## src/rtl/uart_loader.sv

```systemverilog
// UART program loader: receives a framed image from uart_rx, writes 16-bit
// words to instruction memory, replies with a one-byte acknowledge through
// uart_tx, and holds the CPU in reset while a frame is in flight.
module uart_loader #(
  parameter int unsigned          ADDR_W         = 16,
  parameter int unsigned          DEPTH          = 4096,
  parameter logic [ADDR_W-1:0]    BASE_ADDR      = '0,
  parameter logic [7:0]           SYNC_BYTE      = 8'hA5,
  parameter logic [7:0]           ACK_OK         = 8'h4B,
  parameter logic [7:0]           ACK_ERR        = 8'h45,
  parameter int unsigned          TIMEOUT_CYCLES = 5000000
) (
  input  logic              clock,
  input  logic              n_rst,
  input  logic              rx_ready,
  input  logic [7:0]        rx_data,
  input  logic              tx_ready,
  output logic              tx_start,
  output logic [7:0]        tx_data,
  output logic [ADDR_W-1:0] mem_addr,
  output logic [15:0]       mem_din,
  output logic              mem_we,
  output logic              cpu_hold,
  output logic              load_ok,
  output logic              load_err
);

  typedef enum logic [2:0] {
    IDLE,
    LEN_H,
    LEN_L,
    DATA_H,
    DATA_L,
    CSUM,
    RESP_START,
    RESP_WAIT
  } state_t;

  state_t      state;
  logic        rx_prev;
  logic [7:0]  hi_byte;
  logic [15:0] len;
  logic [15:0] idx;
  logic [7:0]  sum;
  logic [31:0] tmo_cnt;
  logic        accept;
  logic        in_frame;
  logic        timeout_hit;

  // Byte strobe on rx_ready rising edge; frame states are the ones the timeout guards.
  always_comb begin
    accept      = rx_ready & ~rx_prev;
    in_frame    = (state == LEN_H) || (state == LEN_L) || (state == DATA_H) ||
                  (state == DATA_L) || (state == CSUM);
    timeout_hit = in_frame && !accept && (tmo_cnt == 32'(TIMEOUT_CYCLES - 1));
  end

  // Frame parser, memory write port, reply handshake and inter-byte timeout.
  always_ff @(posedge clock or negedge n_rst) begin
    if (!n_rst) begin
      state    <= IDLE;
      rx_prev  <= 1'b1;
      hi_byte  <= '0;
      len      <= '0;
      idx      <= '0;
      sum      <= '0;
      tmo_cnt  <= '0;
      tx_start <= 1'b0;
      tx_data  <= '0;
      mem_addr <= BASE_ADDR;
      mem_din  <= '0;
      mem_we   <= 1'b0;
      cpu_hold <= 1'b0;
      load_ok  <= 1'b0;
      load_err <= 1'b0;
    end else begin
      rx_prev <= rx_ready;
      mem_we  <= 1'b0;

      if (in_frame) begin
        if (accept) tmo_cnt <= '0;
        else        tmo_cnt <= tmo_cnt + 32'd1;
      end

      case (state)
        IDLE: begin
          if (accept && rx_data == SYNC_BYTE) begin
            cpu_hold <= 1'b1;
            load_ok  <= 1'b0;
            load_err <= 1'b0;
            sum      <= '0;
            idx      <= '0;
            tmo_cnt  <= '0;
            state    <= LEN_H;
          end
        end
        LEN_H: begin
          if (accept) begin
            len[15:8] <= rx_data;
            state     <= LEN_L;
          end
        end
        LEN_L: begin
          if (accept) begin
            len[7:0] <= rx_data;
            if (32'({len[15:8], rx_data}) > DEPTH) begin
              tx_data  <= ACK_ERR;
              tx_start <= 1'b1;
              state    <= RESP_START;
            end else if ({len[15:8], rx_data} == 16'd0) begin
              state <= CSUM;
            end else begin
              state <= DATA_H;
            end
          end
        end
        DATA_H: begin
          if (accept) begin
            hi_byte <= rx_data;
            sum     <= sum + rx_data;
            state   <= DATA_L;
          end
        end
        DATA_L: begin
          if (accept) begin
            mem_din  <= {hi_byte, rx_data};
            mem_addr <= BASE_ADDR + ADDR_W'(idx);
            mem_we   <= 1'b1;
            sum      <= sum + rx_data;
            idx      <= idx + 16'd1;
            if ((32'(idx) + 32'd1) < 32'(len)) state <= DATA_H;
            else                               state <= CSUM;
          end
        end
        CSUM: begin
          if (accept) begin
            tx_data  <= (rx_data == sum) ? ACK_OK : ACK_ERR;
            tx_start <= 1'b1;
            state    <= RESP_START;
          end
        end
        RESP_START: begin
          if (!tx_ready) begin
            tx_start <= 1'b0;
            state    <= RESP_WAIT;
          end
        end
        RESP_WAIT: begin
          if (tx_ready) begin
            load_ok  <= (tx_data == ACK_OK);
            load_err <= (tx_data != ACK_OK);
            cpu_hold <= 1'b0;
            state    <= IDLE;
          end
        end
        default: state <= IDLE;
      endcase

      // Silence inside a frame abandons it without a reply; this overrides the case above.
      if (timeout_hit) begin
        load_err <= 1'b1;
        cpu_hold <= 1'b0;
        state    <= IDLE;
      end
    end
  end

endmodule

```

## config.mk

```make
export PLATFORM = sky130hd
export DESIGN_NAME = uart_loader
export DESIGN_NICKNAME = d
export VERILOG_FILES = /design/src/rtl/uart_loader.sv
export SDC_FILE = /design/constraint.sdc
export NUM_CORES = 1
export LEC_CHECK = 0
export ABC_AREA = 0
export ABC_CLOCK_PERIOD_IN_PS = 3350
export CORE_MARGIN = 4
export CORE_UTILIZATION = 27
export CTS_BUF_LIST = sky130_fd_sc_hd__clkbuf_16
export DETAILED_ROUTE_END_ITERATION = 10
export HOLD_SLACK_MARGIN = 0.08
export SLEW_MARGIN = 20
export SYNTH_ARGS = -nofsm -noshare
export SYNTH_HDL_FRONTEND = slang
export SYNTH_SLANG_ARGS = --single-unit
export TNS_END_PERCENT = 100
```

## constraint.sdc

```tcl
create_clock -name clock -period 3.35 [get_ports clock]
set_input_delay 0.335 -clock clock [delete_from_list [all_inputs] [get_ports clock]]
set_output_delay 0.335 -clock clock [all_outputs]
set_load 0.02 [all_outputs]
```

# Yosys cells after proc, flatten, opt, wreduce, memory -nomap -nowiden
# Cells that the tools add are included.
[totals]
wordCells = 125
regBits = 129
input_bits = 12
[classes]
add_sub_neg = 4
n_lt_le_gt_ge = 2
bitwise_logic = 2
reduce_logical = 28
mux = 45
eq_ne = 28
[op_table]
columns = ["cell", "n"]
rows = [
  ["$mux W32", 4],
  ["$mux W8", 5],
  ["$mux W3", 12],
  ["$add A32 B1 Y32 const B", 1],
  ["$eq A32 B23 Y1 const B", 1],
  ["$mux W16", 2],
  ["$pmux W16 S2", 1],
  ["$pmux W8 S2", 2],
  ["$ne A3 B3 Y1 const B", 8],
  ["$pmux W3 S8", 1],
  ["$add A16 B1 Y17 const B", 1],
  ["$lt A17 B16 Y1", 1],
  ["$add A16 B1 Y16 const B", 1],
  ["$gt A16 B13 Y1 const B", 1],
  ["$logic_not A16 Y1", 1],
  ["$mux W1", 13],
  ["$eq A3 B3 Y1 const B", 4],
  ["$ne A2 B2 Y1 const B", 6],
  ["$reduce_and A3 Y1", 4],
  ["$add A8 B8 Y8", 1],
  ["$eq A8 B7 Y1 const B", 1],
  ["$eq A8 B8 Y1", 1],
  ["$eq A8 B8 Y1 const B", 1],
  ["$ne A8 B7 Y1 const B", 1],
  ["19 further kinds", 35],
]

# Depth between registers and ports, before layout
[depth]
word_depth = 9
depth_mapped = 11

# Worst setup path before layout
# Ideal clock, no wire load.
[synth_path]
kind = "flip-flop to flip-flop"
start = "reg idx[2]"
end = "reg state[2]"
t_required_ns = 3.224
t_arrival_ns = 2.460
path_slack_ns = 0.764
stages_incl_launch_ff = 11
path_cell_list = "dfrtp_1 clkbuf_1 nand3_1 nor4_2 nand2_1 xnor2_1 ha_1 a21o_1 o21ai_0 nand4_1 a221o_1"
[synth_via]
elab_chain_cells = 6
[synth_rtl]
columns = ["item", "line", "source"]
rows = [
  ["start: declaration", "43", "logic [15:0] idx;"],
  ["start signal: assignment", "130", "idx <= idx + 16'd1;"],
  ["$add A16 B1 Y17", "131", "if ((32'(idx) + 32'd1) < 32'(len)) state <= DATA_H;"],
  ["$lt A17 B16 Y1", "131", ""],
  ["$mux W3", "131", ""],
  ["$mux W3", "125", "if (accept) begin"],
  ["$pmux W3 S8", "85", "case (state)"],
  ["$mux W3", "160", "if (timeout_hit) begin"],
  ["end signal: assignment", "131", ""],
  ["end signal: assignment", "132", "else state <= CSUM;"],
  ["end signal: assignment", "163", "state <= IDLE;"],
  ["end: declaration", "39", "state_t state;"],
]
# Every way passes these cells. The select of a mux whose other input is x is not followed.
# A chain may end at the register's enable or synchronous reset.

# Worst setup path in the final report
[layout_path]
start = "reg idx[0]"
end = "reg state[2]"
# Same word-level chain as after synthesis.

==> flow_results.org <==
** Global routing
- Antenna violations before repair :: 0
- Pin count of the biggest net entering global routing :: 125
- First-pass GRT wire length :: 28.40 mm
- The number of global-route vias before repair came to ~5500.
- Global routing finished with a remaining overflow of 0.
- In the global route stage, overall resource usage came out at 12.57%.

** CTS
- Clock-pin slew of the registers on the worst-case setup and hold paths :: approximately 60 ps
- Clock latency on the worst-skew pair, taken at its later pin, is ~420 ps.
- TritonCTS created 17 clock buffers.
- Hold-fix buffers at CTS :: 1
- CTS tree :: yes
- Post-CTS sizing :: 0
- The H-tree generated during clock tree synthesis spans 4 levels.
- Cell at the root of the clock tree :: clkbuf_16
- Maximum buffer depth of the clock tree :: 2
- CTS saw approximately 120 sinks.
- Buffers added to address setup during post-CTS repair amount to 0.

** Floorplanning
- The die covers ~27000 sq um.
- The die is 165.7 microns tall.
- From left edge to right edge, the die measures 165.7 microns.
- Once the floorplan was initialized, standard cells occupied between 20% and 30% of the core.
- The initialized floorplan defines 57 standard-cell rows.
- In this run the count of I/O pins placed on the die edge is 57.
- CORE AREA :: roughly 24000 sq um

** Yosys
- Dominant cells by area after synthesis :: dfrtp_1 46%, nand2_1 7.4%, ha_1 4.5%
- Yosys mapped the design onto 66 distinct sky130hd cell types.
- Proportion of netlist area held by the largest area contributor :: between 40% and 50%
- Gate count of the mapped netlist :: 715
- Number of flip-flops and latches in the synthesized netlist :: 124
- Of the synthesized area, sequential elements account for 46.25%.
- Total of warnings raised by yosys :: 0
- The largest total area in the synthesized netlist belongs to dfrtp_1.
- Average cell area after synthesis :: 9.387 sq um
- Synthesized cell area :: roughly 6700 sq um
- In the synthesized netlist the dominant register cell turns out to be dfrtp_1.
- The synthesized design contains 0 enable-type register cells.
- Of all flip-flops after synthesis, the portion carrying an async set or reset was 100.0%.

** Placement
- RD Place Congestion :: 0.8183
- Number of buffers inserted by port buffering :: 53
- Placed cell count :: between 1000 and 1500
- Detailed placement finished with a half-perimeter wire length of about 11 mm.

** Timing
- Based on the critical path, the design can be clocked at up to 0.3458 GHz.
- The clock period could shrink to approximately 2900 ps.
- Worst clock skew :: 7.248 ps
- Headroom to the max-slew limit came out at slightly below 30%.
- The tightest hold path in the finished design has a slack of 420.4 ps.
- Post-route fraction of the period consumed by the critical path :: between 80% and 90%
- TNS Setup :: 0 ps
- Final number of hold-violating endpoints :: 0
- Count of final max-slew check failures :: 0
- Setup repair after global routing missed its margin :: no
- Setup violations remaining at the end of the flow were counted as 0.
- Actual transition at the worst max-transition pin :: 1050 ps

** Power and ir drop
- Power spread over the standard cell area amounts to approximately 450 nW/um^2.
- In this run the static leakage power is 3.586 nW.
- Worst vdd ir :: 0.0003178 V
- Summing internal, switching and leakage power gives 3.707 mW.

** Detailed routing
- Via Count :: between 5000 and 6000
- Sum of routed wire length over all layers :: between 15 and 20 mm
- The pre-antenna-repair detailed-routing pass consisted of 5 iterations.
- Final routed wire length divided by cell count :: approximately 15 microns
- Vias/cell :: 4.834
- Starting DRT DRC Count :: 358
- The detail route stage leaves a number of antenna-violating nets equal to 0.
- After detailed routing, the number of remaining DRC violations is 0.

** Critical path
- In this run the critical register-to-register path is launched from idx[0]$_DFFE_PN0P_.
- At the worst endpoint, the required time is between 3000 and 4000 ps.
- By startpoint and endpoint, the worst setup path is classified as register to register.
- Sort of element at the start of the critical path :: register
- Critical path endpoint category :: register
- For this design, the slowest cell found on the critical path is dfrtp_1.
- The critical path goes through ha_1 > nand2_1 > nor2_1 > nand3_1 > xnor2_1 > ha_1 > and4_1 > nand3_1 > a211o_1 > nand4_1 > a221o_1.
- Arrival time worst endpoint :: approximately 3200 ps
- Crit-path max FO :: 7
- The critical path contains buffers and inverters numbering 0 combined.
- Largest stage delay on the critical path :: approximately 500 ps
- Top cell family by delay on the critical path :: simple AND/OR/NAND/NOR gates
- Setup crit start :: idx[0]$_DFFE_PN0P_

** Layout
- Area Overhead vs Synth :: 22.54%
- Sequential cell area :: a little over 3000 sq um
- Most frequent standard cell in the layout excluding fill and tap cells :: nand2_1
- Final non-filler cell total :: 1106
- The library cells used most frequently in the layout, excluding fill and tap cells, are 133 x nand2_1, 123 x dfrtp_1, 52 x clkdlybuf4s50_1.
- The repair_antennas step left the layout with diodes totalling 0.
- Fraction of layout cells with a size suffix above 1 :: a little under an eighth
- Post-layout net count :: slightly above 800
- Layout fillers :: 2529
- Combined area of the multi-input logic cells :: between 3000 and 4000 sq um

** Flow run
- Max cap viols :: 0

** Status
- Status :: complete, no violations

** Worst hold path
- Launch point of the worst hold path :: rx_ready
- The min-delay analysis places its worst path in the category input pin to register.
per-layer routing:
layer / track usage, % / routed length [microns]
met2: 19.80 / 7609
met3: 2.788 / 684
met4: 4.627 / 284
met1: 17.02 / 8124
met5: 0 / 0
final cells by class:
class	instances	share of cell area, %
Clock buffer	17	5.173
Multi-Input combinational cell	535	40.94
Inverter	25	1.141
Tap cell	324	4.929
Sequential cell	124	37.75
Clock inverter	15	2.282
Timing Repair Buffer	66	7.789
path summary, 6_finish.rpt:
| kind | to | slack (ps) | cells past startpoint |
|---|---|---|---|
| worst max register to register | state[2]$_DFFE_PN0P_ | 460 | 11 |
| worst min-delay path | rx_prev$_DFF_PN1_ | 420 | 1 |
| worst max-delay path | state[2]$_DFFE_PN0P_ | 460 | 11 |
| worst min register to register | mem_din[9]$_DFFE_PN0P_ | 460 | 2 |
| min in group asynchronous | idx[10]$_DFFE_PN0P_ | 590 | 3 |
| max in group asynchronous | tx_start$_DFFE_PN0P_ | 2260 | 3 |
per-stage QoR:
stage | area (sq um) | setup WS [ps] | util, %
after global placement | 7601 | 424.5 | 31.16
after detailed placement | 7601 | 421.5 | 31.16
after CTS | 8224 | 457.8 | 33.72
final | 8224 | 457.8 | 33.72
after global routing | 8224 | 239.1 | 33.72
after floorplan | 6719 | 763.6 | -
registers in the layout, summed over array words and instances (netlist names):
register and count:
sum 8, cpu_hold 1, mem_we 1, tx_start 1
tx_data 3, rx_prev 1, state 3, mem_addr 16
hi_byte 8, load_ok 1, load_err 1, mem_din 16
len 16, idx 16, tmo_cnt 32
synthesized netlist by cell type, types with 4 or more instances:
| cell | number |
|---|---|
| nand2_1 | 133 |
| dfrtp_1 | 123 |
| nor2_1 | 45 |
| o21ai_0 | 41 |
| a21oi_1 | 30 |
| nand3_1 | 27 |
| mux2_2 | 25 |
| ha_1 | 24 |
| inv_1 | 24 |
| xor2_1 | 20 |
| nand4_1 | 19 |
| clkbuf_1 | 18 |
| xnor2_1 | 16 |
| nor3_1 | 15 |
| or3_1 | 15 |
| and3_1 | 10 |
| and2_1 | 9 |
| nor4_1 | 8 |
| buf_2 | 7 |
| a21o_1 | 5 |
| a22o_1 | 5 |
| and4_1 | 5 |
| buf_4 | 5 |
| nand2b_1 | 5 |
| o31ai_1 | 5 |
| a22oi_1 | 4 |
| o211ai_1 | 4 |
| or2_2 | 4 |
power by group:
part	total (mW)	switching [mW]	leakage, nW	internal [mW]
logic	0.213	0.124	1.67	0.0882
clock network	1.92	0.739	0.291	1.18
registers	1.57	0.0369	1.62	1.54
total	3.71	0.900	3.59	2.81
kinds of logic after synthesis:
group / Yosys count / synth area share (%)
compound gates: 123 / 11.45
flops: 124 / 46.25
fa+ha+maj: 25 / 4.773
other cells: 1 / 0.05587
buf+inv: 58 / 3.766
simple gates: 323 / 24.81
mux: 25 / 4.195
xor+xnor: 36 / 4.698
No activity file was read; power rests on OpenSTA's default activity.
